File: src/rtl/da_lut_sequencer_pkg.sv
// Shared definitions for the distributed-arithmetic LUT sequencer:
// the FSM state type and the width helpers used for parameter defaults.
package da_pkg;

  typedef enum logic [1:0] {
    ST_IDLE = 2'd0,
    ST_RUN  = 2'd1,
    ST_FIX  = 2'd2,
    ST_DONE = 2'd3
  } state_e;

  // LUT result magnitude width: one weight plus growth from summing K of them.
  function automatic int lut_width(input int dwb, input int k);
    return dwb + $clog2(k);
  endfunction

  // Accumulator/result width: LUT value shifted across N planes plus headroom.
  function automatic int acc_width(input int lw, input int dwa);
    return lw + dwa + 2;
  endfunction

  // Width of the bit-plane index; never collapses to zero bits.
  function automatic int idx_width(input int n);
    return (n > 1) ? $clog2(n) : 1;
  endfunction

endpackage

File: src/rtl/da_lut_sequencer_if.sv
// Operand/result handshake bundle between a producer/consumer and the sequencer.
interface da_lut_sequencer_if
  import da_pkg::*;
#(
  parameter int DATA_WIDTH_A = 8,
  parameter int DATA_WIDTH_B = 8,
  parameter int K            = 4,
  parameter int ACC_WIDTH    = acc_width(lut_width(DATA_WIDTH_B, K), DATA_WIDTH_A)
) ();

  logic                                 in_valid;
  logic                                 in_ready;
  logic [K-1:0][DATA_WIDTH_A-1:0]       A_in;
  logic [K-1:0][DATA_WIDTH_B-1:0]       B_in;
  logic                                 out_valid;
  logic                                 out_ready;
  logic signed [ACC_WIDTH-1:0]          result;

  modport master (
    output in_valid, A_in, B_in, out_ready,
    input  in_ready, out_valid, result
  );

  modport slave (
    input  in_valid, A_in, B_in, out_ready,
    output in_ready, out_valid, result
  );

endinterface

File: src/rtl/da_lut_sequencer_plane_addr.sv
// Bit-plane address former: offset-binary LUT address and plane sign
// for the plane selected by bit_idx of the captured activations.
module da_plane_addr
  import da_pkg::*;
#(
  parameter int DATA_WIDTH_A = 8,
  parameter int K            = 4,
  parameter int IDX_W        = idx_width(DATA_WIDTH_A)
) (
  input  logic [K-1:0][DATA_WIDTH_A-1:0] a,
  input  logic [IDX_W-1:0]               bit_idx,
  output logic [K-2:0]                   addr,
  output logic                           sign_pos
);

  logic         b0_s;
  logic [K-2:0] addr_s;

  // Address bit k-1 is set when activation k agrees with activation 0 on this plane.
  always_comb begin
    b0_s   = a[0][bit_idx];
    addr_s = {(K-1){1'b0}};
    for (int k = 1; k < K; k++) begin
      addr_s[k-1] = ~(a[k][bit_idx] ^ b0_s);
    end
  end

  assign addr     = addr_s;
  assign sign_pos = b0_s;

endmodule

File: src/rtl/da_lut_sequencer.sv
// Distributed-arithmetic dot-product sequencer: walks the activation
// bit-planes MSB first, drives an external weight LUT, accumulates its
// output and applies the offset-binary correction before presenting a result.
module da_lut_sequencer
  import da_pkg::*;
#(
  parameter int DATA_WIDTH_A = 8,
  parameter int DATA_WIDTH_B = 8,
  parameter int K            = 4,
  parameter int LUT_WIDTH    = lut_width(DATA_WIDTH_B, K),
  parameter int ACC_WIDTH    = acc_width(LUT_WIDTH, DATA_WIDTH_A)
) (
  input  logic                           clk,
  input  logic                           rst,
  da_lut_sequencer_if.slave              bus,
  output logic                           gen_done,
  output logic [K-2:0]                   addr_array,
  output logic [K-1:0][DATA_WIDTH_B-1:0] B_temp,
  input  logic signed [LUT_WIDTH:0]      LUT_out,
  output logic                           busy
);

  localparam int IDX_W   = idx_width(DATA_WIDTH_A);
  localparam int LUT_EXT = ACC_WIDTH - LUT_WIDTH - 1;
  localparam int B_EXT   = ACC_WIDTH - DATA_WIDTH_B;

  localparam logic [IDX_W-1:0]            LAST_IDX = IDX_W'(DATA_WIDTH_A - 1);
  localparam logic [IDX_W-1:0]            IDX_ZERO = {IDX_W{1'b0}};
  localparam logic [IDX_W-1:0]            IDX_ONE  = {{(IDX_W-1){1'b0}}, 1'b1};
  localparam logic signed [ACC_WIDTH-1:0] ACC_ZERO = {ACC_WIDTH{1'b0}};

  state_e state_r;
  state_e next_state_s;

  logic in_ready_s;
  logic gen_done_s;
  logic busy_s;
  logic accept_s;
  logic run_s;
  logic fix_s;
  logic release_s;

  logic [K-1:0][DATA_WIDTH_A-1:0] a_r;
  logic [K-1:0][DATA_WIDTH_B-1:0] b_r;
  logic signed [ACC_WIDTH-1:0]    acc_r;
  logic [IDX_W-1:0]               bit_idx_r;
  logic signed [ACC_WIDTH-1:0]    result_r;
  logic                           out_valid_r;

  logic [K-2:0]                   plane_addr_s;
  logic                           sign_pos_s;
  logic                           add_term_s;
  logic signed [ACC_WIDTH-1:0]    lut_ext_s;
  logic signed [ACC_WIDTH-1:0]    term_s;
  logic signed [ACC_WIDTH-1:0]    acc_next_s;
  logic signed [ACC_WIDTH-1:0]    q_sum_s;

  da_plane_addr #(
    .DATA_WIDTH_A (DATA_WIDTH_A),
    .K            (K),
    .IDX_W        (IDX_W)
  ) u_plane_addr (
    .a        (a_r),
    .bit_idx  (bit_idx_r),
    .addr     (plane_addr_s),
    .sign_pos (sign_pos_s)
  );

  // FSM state register; reset forces IDLE from any state.
  always_ff @(posedge clk or negedge rst) begin
    if (!rst) begin
      state_r <= ST_IDLE;
    end else begin
      state_r <= next_state_s;
    end
  end

  // FSM next-state: IDLE -> RUN on accept, N planes, one fix-up cycle, then hold until taken.
  always_comb begin
    next_state_s = state_r;
    case (state_r)
      ST_IDLE: begin
        if (bus.in_valid) begin
          next_state_s = ST_RUN;
        end else begin
          next_state_s = ST_IDLE;
        end
      end
      ST_RUN: begin
        if (bit_idx_r == IDX_ZERO) begin
          next_state_s = ST_FIX;
        end else begin
          next_state_s = ST_RUN;
        end
      end
      ST_FIX: begin
        next_state_s = ST_DONE;
      end
      ST_DONE: begin
        if (bus.out_ready) begin
          next_state_s = ST_IDLE;
        end else begin
          next_state_s = ST_DONE;
        end
      end
      default: begin
        next_state_s = ST_IDLE;
      end
    endcase
  end

  // FSM outputs and per-state datapath enables; handshakes only count in their own state.
  always_comb begin
    in_ready_s = 1'b0;
    gen_done_s = 1'b0;
    busy_s     = 1'b0;
    accept_s   = 1'b0;
    run_s      = 1'b0;
    fix_s      = 1'b0;
    release_s  = 1'b0;
    case (state_r)
      ST_IDLE: begin
        in_ready_s = 1'b1;
        accept_s   = bus.in_valid;
      end
      ST_RUN: begin
        gen_done_s = 1'b1;
        busy_s     = 1'b1;
        run_s      = 1'b1;
      end
      ST_FIX: begin
        busy_s = 1'b1;
        fix_s  = 1'b1;
      end
      ST_DONE: begin
        busy_s    = 1'b1;
        release_s = bus.out_ready;
      end
      default: begin
        in_ready_s = 1'b0;
      end
    endcase
  end

  // Plane term: LUT value sign-extended, negated when the plane sign and MSB weighting disagree.
  always_comb begin
    lut_ext_s  = {{LUT_EXT{LUT_out[LUT_WIDTH]}}, LUT_out};
    add_term_s = sign_pos_s ^ (bit_idx_r == LAST_IDX);
    if (add_term_s) begin
      term_s = lut_ext_s;
    end else begin
      term_s = -lut_ext_s;
    end
    acc_next_s = (acc_r <<< 1) + term_s;
  end

  // Offset-binary correction: sum of halved weights, each sign-extended to the accumulator.
  always_comb begin
    q_sum_s = ACC_ZERO;
    for (int k = 0; k < K; k++) begin
      q_sum_s = q_sum_s + ($signed({{B_EXT{b_r[k][DATA_WIDTH_B-1]}}, b_r[k]}) >>> 1);
    end
  end

  // Operand capture, plane accumulation and bit-plane index countdown.
  always_ff @(posedge clk or negedge rst) begin
    if (!rst) begin
      a_r       <= {(K*DATA_WIDTH_A){1'b0}};
      b_r       <= {(K*DATA_WIDTH_B){1'b0}};
      acc_r     <= ACC_ZERO;
      bit_idx_r <= IDX_ZERO;
    end else if (accept_s) begin
      a_r       <= bus.A_in;
      b_r       <= bus.B_in;
      acc_r     <= ACC_ZERO;
      bit_idx_r <= LAST_IDX;
    end else if (run_s) begin
      acc_r <= acc_next_s;
      if (bit_idx_r != IDX_ZERO) begin
        bit_idx_r <= bit_idx_r - IDX_ONE;
      end else begin
        bit_idx_r <= IDX_ZERO;
      end
    end
  end

  // Result register and valid flag: loaded in FIX, held until the consumer takes it.
  always_ff @(posedge clk or negedge rst) begin
    if (!rst) begin
      result_r    <= ACC_ZERO;
      out_valid_r <= 1'b0;
    end else if (fix_s) begin
      result_r    <= acc_r - q_sum_s;
      out_valid_r <= 1'b1;
    end else if (release_s) begin
      out_valid_r <= 1'b0;
    end
  end

  assign bus.in_ready  = in_ready_s;
  assign bus.out_valid = out_valid_r;
  assign bus.result    = result_r;
  assign gen_done      = gen_done_s;
  assign addr_array    = gen_done_s ? plane_addr_s : {(K-1){1'b0}};
  assign B_temp        = b_r;
  assign busy          = busy_s;

endmodule

File: src/flat_wrapper.sv
// flat-port wrapper written by rule: the top's interface ports become plain ports
module da_lut_sequencer_flat import da_pkg::*;
#(
  parameter int DATA_WIDTH_A = 8,
  parameter int DATA_WIDTH_B = 8,
  parameter int K            = 4,
  parameter int LUT_WIDTH    = lut_width(DATA_WIDTH_B, K),
  parameter int ACC_WIDTH    = acc_width(LUT_WIDTH, DATA_WIDTH_A)
)
  (clk, rst, gen_done, addr_array, B_temp, LUT_out, busy, bus_in_valid, bus_A_in, bus_B_in, bus_out_ready, bus_in_ready, bus_out_valid, bus_result);
  da_lut_sequencer_if #(.DATA_WIDTH_A(DATA_WIDTH_A), .DATA_WIDTH_B(DATA_WIDTH_B), .K(K), .ACC_WIDTH(ACC_WIDTH)) bus_i ();
  input  logic clk;
  input  logic rst;
  output logic gen_done;
  output logic [K-2:0] addr_array;
  output logic [K-1:0][DATA_WIDTH_B-1:0] B_temp;
  input  logic signed [LUT_WIDTH:0] LUT_out;
  output logic busy;
  input wire logic [$bits(bus_i.in_valid)-1:0] bus_in_valid;
  input wire logic [$bits(bus_i.A_in)-1:0] bus_A_in;
  input wire logic [$bits(bus_i.B_in)-1:0] bus_B_in;
  input wire logic [$bits(bus_i.out_ready)-1:0] bus_out_ready;
  output wire logic [$bits(bus_i.in_ready)-1:0] bus_in_ready;
  output wire logic [$bits(bus_i.out_valid)-1:0] bus_out_valid;
  output wire logic [$bits(bus_i.result)-1:0] bus_result;
  assign bus_i.in_valid = bus_in_valid;
  assign bus_i.A_in = bus_A_in;
  assign bus_i.B_in = bus_B_in;
  assign bus_i.out_ready = bus_out_ready;
  assign bus_in_ready = bus_i.in_ready;
  assign bus_out_valid = bus_i.out_valid;
  assign bus_result = bus_i.result;
  da_lut_sequencer #(.DATA_WIDTH_A(DATA_WIDTH_A), .DATA_WIDTH_B(DATA_WIDTH_B), .K(K), .LUT_WIDTH(LUT_WIDTH), .ACC_WIDTH(ACC_WIDTH)) u_core (.clk(clk), .rst(rst), .bus(bus_i), .gen_done(gen_done), .addr_array(addr_array), .B_temp(B_temp), .LUT_out(LUT_out), .busy(busy));
endmodule
File: config.mk
export PLATFORM = sky130hd
export DESIGN_NAME = da_lut_sequencer_flat
export DESIGN_NICKNAME = d
export VERILOG_FILES = /design/src/rtl/da_lut_sequencer_pkg.sv /design/src/rtl/da_lut_sequencer_if.sv /design/src/rtl/da_lut_sequencer_plane_addr.sv /design/src/rtl/da_lut_sequencer.sv /design/src/flat_wrapper.sv
export SDC_FILE = /design/constraint.sdc
export NUM_CORES = 1
export LEC_CHECK = 0
export ABC_AREA = 1
export CELL_PAD_IN_SITES_DETAIL_PLACEMENT = 2
export CELL_PAD_IN_SITES_GLOBAL_PLACEMENT = 2
export CORE_MARGIN = 3
export CORE_UTILIZATION = 33
export DETAILED_ROUTE_END_ITERATION = 6
export GPL_TIMING_DRIVEN = 0
export HOLD_SLACK_MARGIN = 0.15
export PLACE_DENSITY = 0.94
export SLEW_MARGIN = 0
export SYNTH_ARGS = -nofsm -noshare
export SYNTH_HDL_FRONTEND = slang
export SYNTH_SLANG_ARGS = --single-unit
File: constraint.sdc
create_clock -name clk -period 5.9 [get_ports clk]
set_input_delay 0.885 -clock clk [delete_from_list [all_inputs] [get_ports clk]]
set_output_delay 0.885 -clock clk [all_outputs]
set_load 0.02 [all_outputs]
[After elaboration in Yosys (flattened, before gate mapping)]
Cells that the tools add are included.
Cells by class
  $add $sub $neg: 7
  magnitude comparators: 1
  equal/unequal tests: 4
  muxes and demuxes: 27
  bitwise logic cells: 7
  reductions and logical operators: 6
Operator list (count)
  $mux W20: 3
  $add A20 B20 Y20: 1
  $add A20 B7 Y20: 1
  $neg A11 Y20: 1
  $sub A20 B20 Y20: 1
  $mux W1: 13
  $bmux W1 S3: 4
  $mux W3: 4
  $add A8 B7 Y9: 1
  $add A7 B7 Y8: 1
  $pmux W2 S4: 1
  $eq A2 B2 Y1 const B: 2
  $lt A3 B4 Y1 const B: 1
  $mux W2: 2
  $reduce_bool A2 Y1: 2
  $xor A1 B1 Y1: 4
  $eq A3 B3 Y1 const B: 1
  $logic_not A3 Y1: 1
  $not A1 Y1: 3
  $reduce_bool A3 Y1: 1
  $reduce_or A3 Y1: 1
  $sub A3 B1 Y3 const B: 1
  $eq A2 B1 Y1 const B: 1
  $logic_not A2 Y1: 1
Word-level totals
  register bits after elaboration: 110
  bits of input ports: 79
  output and inout bits: 59
  logic and storage cells: 65

[Depth between registers and ports, before layout]
  word-level depth: 7
  depth in mapped cells: 23
  mapped depth without buffers: 23

[Hierarchy]
A second synthesis with hierarchy kept.
Unflattened totals
  cells, all modules: 1113
  area, all modules: 8185.4 µm²
Modules (own cells, without submodules)
  da_lut_sequencer: instances 1, cells an instance 996, area an instance 7601.0 µm², sequential area each 2752.6 µm²
  da_plane_addr: instances 1, cells an instance 117, area an instance 584.3 µm², sequential area each 0.0 µm²

[Worst setup path after synthesis]
No wires, ideal clock.
  path kind: register to register
  start: register u_core.b_r, in the netlist u_core.B_temp[4]
  end: register u_core.result_r[19] (netlist: u_core.bus.result[19])
  setup time: 0.118 ns
  data arrival time: 4.035 ns
  data required time: 5.782 ns
  path slack: 1.747 ns
  stages on the path, launching flop included: 20
  buffers on the path: 0
  clock period less this slack: 4.153 ns
  path through: dfrtp_1 -> fa_1 -> ha_1 -> nand3_1 -> nand2_1 -> a21oi_1 -> o21ai_0 -> nand2_1 -> nand3_1 -> o21ai_0 -> inv_1 -> fa_1 -> ha_1 -> a21oi_1 -> a21boi_0 -> o21ai_0 -> a21oi_1 -> nand3_1 -> nand3_1 -> nand2_1
On the way
  cells in the longest elaborated chain, start to end: 4
RTL lines
  start, declared: RTL line da_lut_sequencer.sv:44  | logic [K-1:0][DATA_WIDTH_B-1:0] b_r;
  start signal, assigned: RTL line da_lut_sequencer.sv:169  | b_r <= {(K*DATA_WIDTH_B){1'b0}};
  start signal, assigned: RTL line da_lut_sequencer.sv:174  | b_r <= bus.B_in;
  $add A7 B7 Y8: RTL line da_lut_sequencer.sv:161  | q_sum_s = q_sum_s + ($signed({{B_EXT{b_r[k][DATA_WIDTH_B-1]}}, b_r[k]}) >>> 1);
  $add A8 B7 Y9: RTL line da_lut_sequencer.sv:161
  $add A20 B7 Y20: RTL line da_lut_sequencer.sv:161
  $sub A20 B20 Y20: RTL line da_lut_sequencer.sv:193  | result_r <= acc_r - q_sum_s;
  end signal, assigned: RTL line da_lut_sequencer.sv:193
  end, declared: RTL line da_lut_sequencer.sv:47  | logic signed [ACC_WIDTH-1:0] result_r;
No other way between the ends.
A chain may end at the register's enable or synchronous reset.

[Worst setup path in the final report]
  start: register u_core.b_r, in the netlist u_core.B_temp[4]
  end: register u_core.result_r[18] (netlist: u_core.bus.result[18])
Same word-level chain as after synthesis.

==> results.md <==
* Outcome: complete, no violations
* Fin. max-slew vios at 0
* Crit path launch type: flip-flop
* RSZ-0062 raised after global routing: no
* Mapped Cells at roughly 1k
* Share of layout cells above drive strength 1 at 0.04799
* Final worst slack at between 0.6 and 0.7 ns
* CTS resizes at 0
* Hold violation total from the final report at 0
* Top cells by area, synth: dfrtp_1, nand2_1, ha_1, fa_1, inv_1
* CTS max path bufs at 2
* Reg2reg setup slack at 0.68 ns
* DIE HEIGHT at 158.4 µm
* I/O Buffers at approximately 140
* Cell count after placement at ~1.4k
* Clk_lat worst skew at 0.38 ns
* Total GRT Usage at 0.2570
* CTS Sinks at 110
* Net Count, Synth at approximately 1.2k
* Total core area at 0.02271 mm²
* Mean post-synth cell area at 7.555 µm²
* ANT nets after route at 0
* First DRT Iteration DRCs at around 280
* Most frequent cell after synthesis: nand2_1
* Achievable frequency at 0.1915 GHz
* Fillers at 2,587
* Clk slew on worst S/H paths at 0.09 ns
* CP required at 6.16 ns
* Worst EP arrival at around 5.5 ns
* DPL Wire Length at roughly 24,000 µm
* Post-synth top area cell: dfrtp_1
* CP max FO at 12
* CTS tree: yes
* Max cap viols at 0
* Critical Path End Type: flip-flop
* Asr flop ratio synth at 1.000
* Mapped Area at between 0.007 and 0.008 mm²
* # diodes at 0
* Hold Buf Count CTS at 0
* Worst slack at placement at about 0.83 ns
* Final wirelength at 31,160 µm
* TritonCTS Buffers at 9
* Min-Delay Path Class: in -> async
* Layout Nets at 1,320
* Share of the synthesized area in the top cell type at 0.3593
* Final setup skew at 0.01297 ns
* R2r startpoint: u_core.B_temp[4]
* Num ports at approximately 140
* Primary FF master, synth: dfrtp_1
* Setup violators final at 0
* WL/cell at around 21 µm
* Gr ovfl total at 0
* Initial antenna violation count at 0
* Reg-to-Reg End: u_core.bus.result[18]
* Post-synth cell types at 43
* # Post-CTS Setup Buffers at 0
* Synth Register Bits at 110
* Row count at 55
* Initial DRT Pass Iterations at 4
* Global-route wire length before repair at approximately 50,000 µm
* Placement-stage cell area at roughly 0.0094 mm²
* Worst Tran Pin Value at a little under 0.9 ns
* Crit path kind: reg -> reg
* Register area share after synthesis at 0.3593
* Tcrit/Tclk final at 0.8850
* Die Width at approximately 160 µm
* Vias in the first global route at around 9.0k
* Via count at approximately 7.7k
* Slew headroom at 0.4136
* Syn-to-layout area delta at 26.60%
* Via density at between 5 and 6
* DRC at 0
* Routability cong. at around 0.83
* Die footprint at between 0.02 and 0.03 mm²
* Number of synthesized flops with an enable pin at 0
* Final std cells w/o fill at about 1.5k
* Fin area at ~0.0097 mm²
* Largest net degree at the start of global routing at between 70 and 80
* Most instantiated cells after synthesis: nand2_1, dfrtp_1, inv_1
* R2R cell count at 22
* CTS root buffer: clkbuf_16
* # H-tree levels at 3
* Starting Density at 0.3374
* Final min period at 5.221 ns
* Synthesis Warnings at 0
==> cell families (layout without fill, tap and decap cells) <==
logic type	after synthesis	in the layout	share of synthesized area
adder cells (fa/ha/maj)	78	78	0.1548
XOR/XNOR	25	25	0.02956
multiplexers	3	3	0.003920
AO/OA/AOI/OAI	149	149	0.1080
AND/OR/NAND/NOR	518	518	0.2762
flip-flops	110	110	0.3593
buffers and inverters	131	284	0.06827
==> per-layer routing <==
layer	vias to the layer above	part of all wire	track usage
met4	0	0.041	0.09586
met1	3860	0.39	0.2922
met3	88	0.040	0.04675
met2	205	0.53	0.4781
li1	3537	-	-
met5	-	0	0
==> metrics by stage <==
step           hold slack, ns    util  setup TNS (ns)
2_1_floorplan          0.4436       -               0
3_3_place_gp           0.4630  0.4134          -61.14
3_5_place_dp           0.4763  0.4147               0
4_1_cts                0.4240  0.4271               0
5_1_grt                0.4419  0.4271               0
6_report               0.4178  0.4271               0
==> final cells by class <==
type | count | area, µm² | share of cell area
multi-input combinational | 773 | 4385 | 0.4521
sequential | 110 | 2753 | 0.2838
timing repair buffer | 138 | 1400 | 0.1443
inverter | 106 | 400.4 | 0.04128
tap | 285 | 356.6 | 0.03676
clock buffer | 9 | 225.2 | 0.02322
buffer | 25 | 122.6 | 0.01264
clock inverter | 6 | 56.30 | 0.005805
==> flip-flops by register name, summed over array words and instances, names as in the netlist <==
register              cells
u_core.B_temp            32
u_core.a_r               32
u_core.acc_r             20
u_core.bit_idx_r          3
u_core.bus.out_valid      1
u_core.bus.result        20
u_core.state_r            2
==> cell usage in the layout (no fill, tap or decap), types with 3 or more instances in the layout <==
master             n
xnor2_1           13
inv_2              3
nor2_1            65
dfrtp_1          110
o21ai_2            4
nand2_2            4
buf_2             11
o22ai_1           11
nand3_1           49
xor2_1            11
nand3b_1           4
fa_1              28
nand3_2            5
o21ai_0           63
clkbuf_1          11
clkdlybuf4s50_1  136
clkbuf_16          9
nor3_1            11
nand4_1            8
a21oi_1           47
nand2_1          366
inv_1            102
mux2i_1            3
o21ai_1            6
o21bai_1           3
ha_1              50
a31oi_1            4
==> how the worst max path moves through the flow <==
stage,cells past startpoint,start,to
floorplan,19,u_core.B_temp[4],u_core.bus.result[19]
global route,21,u_core.B_temp[4],u_core.bus.result[18]
CTS,21,u_core.B_temp[4],u_core.bus.result[18]
finish,22,u_core.B_temp[4],u_core.bus.result[18]
detailed placement,21,u_core.B_temp[4],u_core.bus.result[18]
global placement,1,rst,u_core.a_r[9]
==> worst max-delay path, stage by stage (launching register included) <==
cell      delay (ns)
dfrtp_1         0.45
fa_1            0.51
ha_1            0.38
nand3_1         0.11
nand2_1         0.11
a21oi_1         0.07
o21ai_0         0.30
nand2_1         0.13
nand3_1         0.11
o21ai_0         0.13
inv_1           0.51
fa_1            0.57
ha_1            0.38
inv_1           0.12
o21ai_0         0.32
o21bai_1        0.21
a21oi_1         0.06
o21ai_1         0.20
nand2_1         0.17
nand2_1         0.09
nand2_1         0.05
nand3_1         0.06
nand2_1         0.06
Power is left out: the tool's default activity adds up to more than one toggle a clock period on the data nets, which glitch-free logic cannot reach.
